--- src/rtl/jk_timer_ctrl.sv ---
// Down-counting interval timer built on a bank of JK stages with start/stop, terminal-count pulse and auto-reload.
// Optional prescaler enabled by defining JK_TIMER_PRESCALE_EN (adds PSC[3:0]).
module jk_timer_ctrl #(
  parameter int WIDTH = 8
) (
  input  logic             CLK,
  input  logic             RESETL,
  input  logic             TICK,
  input  logic             LOAD,
  input  logic [WIDTH-1:0] DATA,
  input  logic             START,
  input  logic             STOP,
  input  logic             AUTORL,
`ifdef JK_TIMER_PRESCALE_EN
  input  logic [3:0]       PSC,
`endif
  output logic [WIDTH-1:0] COUNT,
  output logic             RUN,
  output logic             TC
);

  typedef enum logic [1:0] {ST_IDLE, ST_RUN, ST_EXPIRE} state_t;
  typedef enum logic [1:0] {M_HOLD, M_LOAD, M_RELOAD, M_DEC} mode_t;

  state_t           state, state_nxt;
  mode_t            mode;
  logic [WIDTH-1:0] q, rld, j, k, borrow;
  logic             eff_tick;

`ifdef JK_TIMER_PRESCALE_EN
  logic [3:0] psc_cnt;
  logic       psc_clr;

  assign eff_tick = TICK && (psc_cnt == PSC);
  assign psc_clr  = LOAD || (START && state == ST_IDLE) || (state == ST_EXPIRE);

  always_ff @(posedge CLK or negedge RESETL) begin
    if (!RESETL)                       psc_cnt <= 4'd0;
    else if (psc_clr)                  psc_cnt <= 4'd0;
    else if (state == ST_RUN && TICK)  psc_cnt <= eff_tick ? 4'd0 : psc_cnt + 4'd1;
  end
`else
  assign eff_tick = TICK;
`endif

  // Request priority: LOAD > STOP > START > count/reload.
  always_comb begin
    state_nxt = state;
    mode      = M_HOLD;
    if (LOAD) begin
      mode = M_LOAD;
      if (STOP)                                state_nxt = ST_IDLE;
      else if (state == ST_EXPIRE)             state_nxt = (DATA != '0) ? ST_RUN : ST_IDLE;
      else if (state == ST_RUN && DATA == '0)  state_nxt = ST_IDLE;
    end else if (STOP && state != ST_IDLE) begin
      state_nxt = ST_IDLE;
    end else begin
      case (state)
        ST_IDLE: if (START && q != '0) state_nxt = ST_RUN;
        ST_RUN: begin
          if (eff_tick && q != '0) begin
            mode = M_DEC;
            if (q == WIDTH'(1)) state_nxt = ST_EXPIRE;
          end
        end
        ST_EXPIRE: begin
          if (AUTORL) begin
            mode      = M_RELOAD;
            state_nxt = (rld != '0) ? ST_RUN : ST_IDLE;
          end else begin
            state_nxt = ST_IDLE;
          end
        end
        default: state_nxt = ST_IDLE;
      endcase
    end
  end

  // Stage i toggles on decrement only when every lower stage is zero (ripple borrow).
  always_comb begin
    borrow[0] = 1'b1;
    for (int i = 1; i < WIDTH; i++) borrow[i] = borrow[i-1] & ~q[i-1];
    case (mode)
      M_LOAD:   begin j = DATA;   k = ~DATA;  end
      M_RELOAD: begin j = rld;    k = ~rld;   end
      M_DEC:    begin j = borrow; k = borrow; end
      default:  begin j = '0;     k = '0;     end
    endcase
  end

  // JK characteristic equation applied bitwise across the bank.
  always_ff @(posedge CLK or negedge RESETL) begin
    if (!RESETL) begin
      q     <= '0;
      rld   <= '0;
      state <= ST_IDLE;
    end else begin
      q     <= (j & ~q) | (~k & q);
      state <= state_nxt;
      if (LOAD) rld <= DATA;
    end
  end

  assign COUNT = q;
  assign RUN   = (state != ST_IDLE);
  assign TC    = (state == ST_EXPIRE);

endmodule

--- config.mk ---
export PLATFORM = sky130hd
export DESIGN_NAME = jk_timer_ctrl
export DESIGN_NICKNAME = d
export VERILOG_FILES = /design/src/rtl/jk_timer_ctrl.sv
export SDC_FILE = /design/constraint.sdc
export NUM_CORES = 1
export LEC_CHECK = 0
export ABC_AREA = 1
export BUFFER_PORTS_ARGS = -buffer_cell sky130_fd_sc_hd__buf_4
export CORE_UTILIZATION = 54
export DETAILED_ROUTE_END_ITERATION = 12
export GPL_ROUTABILITY_DRIVEN = 0
export GPL_TIMING_DRIVEN = 0
export PLACE_DENSITY = 0.87
export SETUP_SLACK_MARGIN = 0.5
export SLEW_MARGIN = 25
export SYNTH_ARGS = -nofsm -noshare
export SYNTH_HDL_FRONTEND = slang
export SYNTH_SLANG_ARGS = --single-unit
--- constraint.sdc ---
create_clock -name CLK -period 1.9 [get_ports CLK]
set_input_delay 0.38 -clock CLK [delete_from_list [all_inputs] [get_ports CLK]]
set_output_delay 0.38 -clock CLK [all_outputs]
set_load 0.05 [all_outputs]
==> flow_metrics.env <==
export IMPL_ys_types=25
export IMPL_place_inst=238
export IMPL_reg2reg_slack_ns=0.15
export IMPL_multi_input_comb_area_um2=829.5
export IMPL_cellPowerDensity_nw_per_um2=1178
export IMPL_fmax_mhz=572.6
export IMPL_drtPass1Iterations=6
export IMPL_tightest_slew_ns=0.5790
export IMPL_die_h_um=51.11
export IMPL_crit_arrival_ns=1.95
export IMPL_cp_max_fo=5
export IMPL_rr_worst_depth=13
export IMPL_fill_cells=118
export IMPL_fin_setup_tns_ns=0
export IMPL_synth_flop_cell="dfrtp_1"
export IMPL_synth_top_area_share_pct=34.58
export IMPL_cap_violations=0
export IMPL_coreArea_um2=2233
export IMPL_syn_area_um2=1302
export IMPL_via_count=1558
export IMPL_ys_seq_area_share_pct=34.58
export IMPL_fin_nets=250
export IMPL_min_period_ns=1.747
export IMPL_regToRegStartpoint="COUNT[3]$_DFF_PN0_"
export IMPL_fin_util_pct=84.99
export IMPL_relSlewSlack_pct=61.40
export IMPL_gr_total_overflow=0
export IMPL_p_leak_nw=0.9622
export IMPL_startpoint_type="register"
export IMPL_setup_viol=0
export IMPL_grt_usage_pct=32.43
export IMPL_critPathKind="reg -> reg"
export IMPL_synth_most_common_cell="nand2_1"
export IMPL_routed_wl_um=4317
export IMPL_io_pins=25
export IMPL_syn_area_per_cell_um2=7.003
export IMPL_insertedDiodeCount=0
export IMPL_synth_edf_count=0
export IMPL_synthTopCellsByCount="nand2_1 (55), inv_1 (28), dfrtp_1 (18)"
export IMPL_htreeDepth=1
export IMPL_total_power_mw=2.236
export IMPL_final_hold_viol_count=0
export IMPL_skew_ns=0.01450
export IMPL_register_area_um2=461.7
export IMPL_hold_worst_slack_ns=0.3169
export IMPL_antenna_left=0
export IMPL_antenna_found_initial=0
export IMPL_worst_ir_drop_vdd_uv=1062
export IMPL_rows=17
export IMPL_drive_gt1_share_pct=42.17
export IMPL_holdPathStages=3
export IMPL_synth_top_area_cell="dfrtp_1"
export IMPL_cp_required_ns=2.10
export IMPL_die_area_um2=2612
export IMPL_rsz0062_at_grt="yes"
export IMPL_regToRegEndpoint="COUNT[4]$_DFF_PN0_"
export IMPL_die_w_um=51.11
export IMPL_insertion_delay_ns=0.32
export IMPL_port_buffers=24
export IMPL_yosys_top_cells_area="dfrtp_1 (35%), nand2_1 (16%), inv_1 (8.1%)"
export IMPL_drt_iter0_drc=119
export IMPL_wire_per_inst_um=16.73
export IMPL_synth_cells=186
export IMPL_clockRootBuffer="clkbuf_4"
export IMPL_clk_pin_slew_ns=0.13
export IMPL_hp_class="in -> reg"
export IMPL_slew_viol_final=0
export IMPL_clockBufferDepth=2
export IMPL_grt_pass1_vias=1410
export IMPL_cts_buffers=3
export IMPL_grt_max_degree=19
export IMPL_status="completed"
export IMPL_cts_sinks=18
export IMPL_layout_area_overhead_vs_synth_pct=45.73
export IMPL_period_share_pct=91.92
export IMPL_cts_tree="built"
export IMPL_ys_warn_count=0
export IMPL_crit_start="COUNT[3]$_DFF_PN0_"
export IMPL_synthArstFlopShare_pct=100.0
export IMPL_cp_endpoint="COUNT[4]$_DFF_PN0_"
export IMPL_grt_pass1_wl_um=6161
export IMPL_synth_fp_nets=205
export IMPL_route_detailed_drc=0
export IMPL_fin_cells=258
export IMPL_dp_hpwl_um=2544
export IMPL_synth_seq_cells=18
export IMPL_endpoint_kind="register"
export IMPL_initial_core_util_pct=58.32
export IMPL_via_per_inst=6.039
cells in the final DEF, fill, tap and decap left out, types with 3 or more instances in the layout:
cell and n:
inv_1 18, nor2_4 5, buf_6 6, dfrtp_1 9
nand2_1 50, nand4_1 10, o21ai_0 9, buf_4 26
nand2_2 8, clkbuf_4 3, dfrtp_2 9, o21ai_1 3
buf_8 7, ha_4 3, nand3_1 14, nand3_2 3
inv_2 12, nor2_1 10, nand2_4 4
report_power, final:
group          leakage [nW]  switching (mW)  internal [mW]
Combinational         0.731           0.849          0.565
Clock                0.0210           0.141          0.117
Sequential            0.210          0.0861          0.478
Total                 0.962            1.08           1.16
state kept, by name, summed over array words and instances, names as in the netlist:
name / cells
COUNT: 8
rld: 8
state: 2
metrics by stage:
stage,worst slack [ns],instance area (µm²)
2_1_floorplan,0.2944,1384
3_3_place_gp,0.1745,1599
3_5_place_dp,0.1076,1599
4_1_cts,0.2577,1804
5_1_grt,0.04173,1898
6_report,0.1535,1898
worst max-delay path, cell delays in order (launching register included):
cell and delay (ns):
dfrtp_2 0.44, inv_2 0.07, nand2_2 0.09, nor2_4 0.17, nand2_4 0.10, nand3_4 0.09, nand2_2 0.08, nand2_4 0.10
nor2_8 0.05, clkbuf_16 0.15, nand2_2 0.05, nand3_1 0.09, nand2_1 0.10, nand2_1 0.06
metal layers:
metal  global-route usage [%]  wire (µm)  vias to the layer above
met5                        0          0                        -
met4                    18.98        294                        0
met3                    4.762        420                       45
met2                    55.26       2039                      138
met1                    38.29       1562                      693
li1                         -          -                      682
worst min-delay path by stage:
stage | end | startpoint
2_1_floorplan | COUNT[0]$_DFF_PN0_ | RESETL
3_3_place_gp | rld[2]$_DFFE_PN0P_ | RESETL
3_5_place_dp | rld[2]$_DFFE_PN0P_ | RESETL
4_1_cts | rld[7]$_DFFE_PN0P_ | DATA[7]
5_1_grt | rld[7]$_DFFE_PN0P_ | DATA[7]
6_report | rld[1]$_DFFE_PN0P_ | DATA[1]
final cells by class:
type | count | area share [%]
Timing Repair Buffer | 40 | 20.44
Inverter | 32 | 6.592
Sequential cell | 18 | 24.32
Multi-Input combinational cell | 133 | 43.70
Buffer | 3 | 1.187
Clock buffer | 4 | 1.912
Tap cell | 28 | 1.846
repair_timing:
action,4_1_cts,5_1_grt
hold buffers,1,0
hold endpoints to repair,18,0
buffers inserted,10,4
cloned,1,0
gates resized for setup,18,19
endpoints found under the setup margin,12,16
pin swaps,13,11
kinds of logic (layout without fill, tap and decap cells):
kind of cell | count (synthesis) | after routing | synth area share (%)
and+or+nand+nor | 112 | 112 | 42.84
buffers and inverters | 35 | 79 | 10.95
DFF | 18 | 18 | 34.58
AOI/OAI and AO/OA | 17 | 17 | 7.782
adders and majority gates | 4 | 4 | 3.843
No activity file was read; power rests on OpenSTA's default activity.
